## src/rtl/nn_parameters.sv

```systemverilog
// Shared NN dimensioning: input vector length and element type seen by top_nn.
package nn_parameters;

    localparam int IN_SIZE_1 = 13;

    typedef logic signed [11:0] feat_t;

endpackage

```

## src/rtl/nn_feat_conv.sv

```systemverilog
// Combinational feature-beat to NN-element conversion.
// NN_LOADER_SAT_EN defined: clamp to the OUT_W signed range; otherwise keep the low OUT_W bits.
module nn_feat_conv #(
    parameter int IN_W  = 16,
    parameter int OUT_W = 12
) (
    input  logic signed [IN_W-1:0]  din,
    output logic signed [OUT_W-1:0] dout
);

`ifdef NN_LOADER_SAT_EN
    localparam logic signed [IN_W-1:0] MAX_V = IN_W'((64'sd1 <<< (OUT_W - 1)) - 64'sd1);
    // ~MAX_V is the most negative OUT_W value, sign-extended to IN_W bits
    localparam logic signed [IN_W-1:0] MIN_V = ~MAX_V;

    // clamp to the representable element range
    always_comb begin
        if (din > MAX_V) begin
            dout = MAX_V[OUT_W-1:0];
        end else if (din < MIN_V) begin
            dout = MIN_V[OUT_W-1:0];
        end else begin
            dout = din[OUT_W-1:0];
        end
    end
`else
    // plain two's-complement truncation
    always_comb begin
        dout = din[OUT_W-1:0];
    end
`endif

endmodule

```

## src/rtl/nn_input_loader.sv

```systemverilog
// Collects a framed serial feature stream into a fill bank and commits it whole to the
// NN input vector, which is then held for HOLD_CYCLES before another commit may occur.
module nn_input_loader
    import nn_parameters::*;
#(
    parameter int IN_SIZE     = IN_SIZE_1,
    parameter int IN_W        = 16,
    parameter int OUT_W       = 12,
    parameter int HOLD_CYCLES = 8
) (
    input  logic                            clk,
    input  logic                            rst,
    input  logic                            s_valid,
    output logic                            s_ready,
    input  logic signed [IN_W-1:0]          s_data,
    input  logic                            s_last,
    output logic [IN_SIZE-1:0][OUT_W-1:0]   vec_out,
    output logic                            vec_valid,
    output logic                            hold_busy,
    output logic                            frame_err
);

    localparam int IDX_W = $clog2(IN_SIZE);
    localparam int CNT_W = $clog2(HOLD_CYCLES + 1);
    localparam logic [IDX_W-1:0] LAST_IDX  = IDX_W'(IN_SIZE - 1);
    localparam logic [CNT_W-1:0] HOLD_LOAD = CNT_W'(HOLD_CYCLES);

    typedef enum logic [1:0] {
        FILL   = 2'd0,
        FULL   = 2'd1,
        RESYNC = 2'd2
    } fill_state_t;

    fill_state_t              state_r, state_s;
    logic [IDX_W-1:0]         idx_r, idx_s;
    logic [CNT_W-1:0]         hold_cnt_r, hold_cnt_s;
    logic [OUT_W-1:0]         fill_r [IN_SIZE];
    logic signed [OUT_W-1:0]  conv_s;
    logic                     hs_s;
    logic                     wr_en_s;
    logic                     err_s;
    logic                     commit_s;

    nn_feat_conv #(
        .IN_W  (IN_W),
        .OUT_W (OUT_W)
    ) u_conv (
        .din  (s_data),
        .dout (conv_s)
    );

    // next-state, fill index, framing checks and hold counter
    always_comb begin
        hs_s       = s_valid & s_ready;
        state_s    = state_r;
        idx_s      = idx_r;
        wr_en_s    = 1'b0;
        err_s      = 1'b0;
        commit_s   = 1'b0;
        case (state_r)
            FILL: begin
                if (hs_s) begin
                    wr_en_s = 1'b1;
                    if (s_last) begin
                        idx_s = '0;
                        if (idx_r == LAST_IDX) begin
                            state_s = FULL;
                        end else begin
                            err_s = 1'b1;
                        end
                    end else if (idx_r == LAST_IDX) begin
                        // overlong frame: drop the rest up to its s_last
                        idx_s   = '0;
                        err_s   = 1'b1;
                        state_s = RESYNC;
                    end else begin
                        idx_s = idx_r + IDX_W'(1);
                    end
                end else begin
                    idx_s = idx_r;
                end
            end
            RESYNC: begin
                if (hs_s && s_last) begin
                    state_s = FILL;
                end else begin
                    state_s = RESYNC;
                end
            end
            FULL: begin
                if (hold_cnt_r == '0) begin
                    commit_s = 1'b1;
                    state_s  = FILL;
                end else begin
                    state_s = FULL;
                end
            end
            default: begin
                state_s = FILL;
                idx_s   = '0;
            end
        endcase

        if (commit_s) begin
            hold_cnt_s = HOLD_LOAD;
        end else if (hold_cnt_r != '0) begin
            hold_cnt_s = hold_cnt_r - CNT_W'(1);
        end else begin
            hold_cnt_s = hold_cnt_r;
        end
    end

    // state, counters and registered control outputs
    always_ff @(posedge clk or posedge rst) begin
        if (rst) begin
            state_r    <= FILL;
            idx_r      <= '0;
            hold_cnt_r <= '0;
            s_ready    <= 1'b0;
            vec_valid  <= 1'b0;
            hold_busy  <= 1'b0;
            frame_err  <= 1'b0;
        end else begin
            state_r    <= state_s;
            idx_r      <= idx_s;
            hold_cnt_r <= hold_cnt_s;
            s_ready    <= (state_s != FULL);
            vec_valid  <= commit_s;
            hold_busy  <= (hold_cnt_s != '0);
            frame_err  <= err_s;
        end
    end

    // fill bank and output bank; the output bank only moves as a whole on commit
    always_ff @(posedge clk or posedge rst) begin
        if (rst) begin
            for (int i = 0; i < IN_SIZE; i++) begin
                fill_r[i] <= '0;
            end
            vec_out <= '0;
        end else begin
            if (wr_en_s) begin
                fill_r[idx_r] <= conv_s;
            end
            if (commit_s) begin
                for (int i = 0; i < IN_SIZE; i++) begin
                    vec_out[i] <= fill_r[i];
                end
            end
        end
    end

endmodule

```

## config.mk

```make
export PLATFORM = sky130hd
export DESIGN_NAME = nn_input_loader
export DESIGN_NICKNAME = d
export VERILOG_FILES = /design/src/rtl/nn_parameters.sv /design/src/rtl/nn_feat_conv.sv /design/src/rtl/nn_input_loader.sv
export SDC_FILE = /design/constraint.sdc
export NUM_CORES = 1
export LEC_CHECK = 0
export CAP_MARGIN = 20
export CORE_MARGIN = 5
export CORE_UTILIZATION = 45
export DETAILED_ROUTE_END_ITERATION = 10
export GPL_TIMING_DRIVEN = 1
export PLACE_DENSITY = 0.68
export SLEW_MARGIN = 20
export SYNTH_ARGS = -nofsm -noshare
export SYNTH_HDL_FRONTEND = slang
export SYNTH_SLANG_ARGS = --single-unit
```

## constraint.sdc

```tcl
create_clock -name clk -period 13.1 [get_ports clk]
set_input_delay 1.965 -clock clk [delete_from_list [all_inputs] [get_ports clk]]
set_output_delay 1.965 -clock clk [all_outputs]
set_load 0.005 [all_outputs]
```

==> metrics <==
status=complete, no violations; DRC errors left=0; CTS-repair resized insts=0; top cells by area, synth=dfrtp_1 63%, mux2_2 18%, mux2_4 12%, buf_12 1.7%, buf_4 0.92%; clk sinks=326; Initial Util=a little under half; 1st-iter DRT viols=357; Critical Path RT=13.48 ns; share of cells above drive strength 1=40.2%; syn avg cell area=16.9 µm²; GRT overflow=0; post-route minimum period=3.67 ns; gr usage total=16.8%; ys async rst share=100%; mapped cell area=approximately 0.013 mm²; slew of the pin with the lowest slew margin=roughly 1.1 ns; Distinct cells, synth=36; drt first pass iters=4; DR vias=6829; Ys Warns=0; first-pass GRT wire length=between 40000 and 50000 µm; Slew Viols, Final=0; Final TNS setup=0 ns; Worst VDD drop=95.0 µV; post-synthesis to final-layout area growth=24.3%; Routed WL=27300 µm; fin crit share=~28%; DRT antenna net count=0; Cells after Synth=769; GP Congestion=0.722; count leader, synth=dfrtp_1; num rows=62; Skew-Pair Late Insertion Delay=0.50 ns; CP Max Fanout=12; Worst setup SP type=primary input; clock slew at reported path FFs=0.06 ns; top-area cell type share of the netlist area=62.6%; cts bufs inserted=36; clk buf depth=3; Synth area leader=dfrtp_1; Die ar.=0.0325 mm²; CTS tree=done; Min-Delay Path Class=reg2reg; Rel. slew slack=24.3%; Buffers on Ports=175; top cells by instance count after synthesis=326 x dfrtp_1, 211 x mux2_2, 100 x mux2_4; endpoints failing hold=0; clock root buffer=clkbuf_16; max-cap check violation count=0; core area=0.0286 mm²; vias per cell=~5; # setup viols final=0; EDFF count, synth=0; CTS H-tree depth=2; Seq cells post-synth=~330; post-synthesis net count=798; Min Hold Slack=0.496 ns; Multi-input gate area=0.00440 mm²; postcts setup bufs=0; number of fill cells=2233; DR WL/cell=20.1 µm; die width=180 µm; CP Capture Type=flip-flop; Critical Path AT=just over 4 ns; skew final=0.00841 ns; cell leakage power=7.65 nW; Peak Freq=about 270 MHz; Seq. cell area=0.00816 mm²; vias in the first global route=7262; unrepaired setup endpoints after global routing=false; Detail Placement HPWL=roughly 17000 µm; I/O pins=180; initial antenna violation count=4; Final nets=980; die height=around 180 µm; Synth Flop Type=dfrtp_1; critical path type=in2reg; largest net degree at the start of global routing=between 100 and 150; Hold Buf Count CTS=0; register area share after synthesis=a little over three fifths; power density cells=157 mW/mm²
[kinds of logic (layout without fill, tap and decap cells)]
group | after synthesis | after routing | synth area share (%)
compound gates | 18 | 18 | 0.883
xor+xnor | 1 | 1 | 0.0672
fa+ha+maj | 9 | 9 | 0.864
buf+inv | 56 | 263 | 3.70
flops | 326 | 326 | 62.6
mux | 312 | 312 | 29.8
other cells | 0 | 1 | 0
simple gates | 47 | 47 | 2.04
[per-stage QoR]
| step | utilization, % | total power, mW | std cells | worst slack [ns] | area (µm²) |
|---|---|---|---|---|---|
| floorplan | - | 1.41 | 769 | 2.11 | 13000 |
| global placement | 52.2 | 1.50 | 1297 | 8.85 | 14900 |
| detailed placement | 52.2 | 1.51 | 1297 | 8.84 | 14900 |
| CTS | 56.6 | 2.58 | 1360 | 9.37 | 16200 |
| global route | 56.6 | 2.67 | 1360 | 9.23 | 16200 |
| finish | 56.6 | 2.54 | 1361 | 9.43 | 16200 |
[cell usage in the layout (no fill, tap or decap), types with 2 or more instances in the layout]
cell type,netlist,routed
ha_1,9,9
o21ai_0,8,8
mux2_4,100,100
nor2_1,11,10
clkdlybuf4s50_1,0,175
nor3_2,4,4
nor3_1,2,2
bufinv_16,0,5
clkbuf_16,0,37
mux2_2,211,211
clkbuf_8,0,9
dfrtp_1,326,326
inv_1,9,8
clkinv_2,0,6
o31ai_1,3,3
nand2b_1,4,4
buf_4,16,16
and3_1,2,2
nand3_1,6,6
nand2_1,9,9
clkbuf_1,14,6
[sequential cells by signal, indices dropped and copies added, names as in the netlist]
| name | count |
|---|---|
| s_ready | 1 |
| state_r | 2 |
| frame_err | 1 |
| hold_cnt_r | 4 |
| hold_busy | 1 |
| vec_valid | 1 |
| idx_r | 4 |
| fill_r | 156 |
| vec_out | 156 |
[worst paths after layout]
check                               from           end  slack (ns)  depth (start not counted)
setup / recovery                 s_valid   fill_r[149]        9.43                          5
hold / removal                fill_r[30]  vec_out[126]        0.50                          1
setup reg to reg           hold_cnt_r[0]  vec_out[124]        9.82                          6
hold reg to reg               fill_r[30]  vec_out[126]        0.50                          1
max in group asynchronous            rst   vec_out[25]        9.61                          3
min in group asynchronous            rst    fill_r[79]        2.03                          2
[metal layers]
layer | wire (µm) | GRT usage, % | vias up
met3 | 2190 | 4.95 | 42
li1 | - | - | 3061
met2 | 12200 | 25.6 | 176
met5 | 0 | 0 | -
met4 | 560 | 4.57 | 0
met1 | 12400 | 23.6 | 3550
[area by class of cell]
| type | instances | share of cell area (%) |
|---|---|---|
| Sequential cell | 326 | 50.4 |
| Antenna cell | 1 | 0.0154 |
| Timing Repair Buffer | 191 | 11.6 |
| Clock buffer | 52 | 6.62 |
| Clock inverter | 11 | 1.11 |
| Multi-Input combinational cell | 387 | 27.1 |
| Inverter | 9 | 0.255 |
| Tap cell | 384 | 2.97 |
[worst max-delay path, cell delays in order]
cell and delay (ns):
clkdlybuf4s50_1 0.49, and3_1 0.24, nand2_1 0.13, nor3_2 0.79, mux2_2 0.42
[power by group]
part	internal (mW)	leakage, nW	switching [mW]
clock network	0.665	0.622	0.385
registers	1.14	4.44	0.0720
logic	0.159	2.59	0.118
No activity file was read; power rests on OpenSTA's default activity.
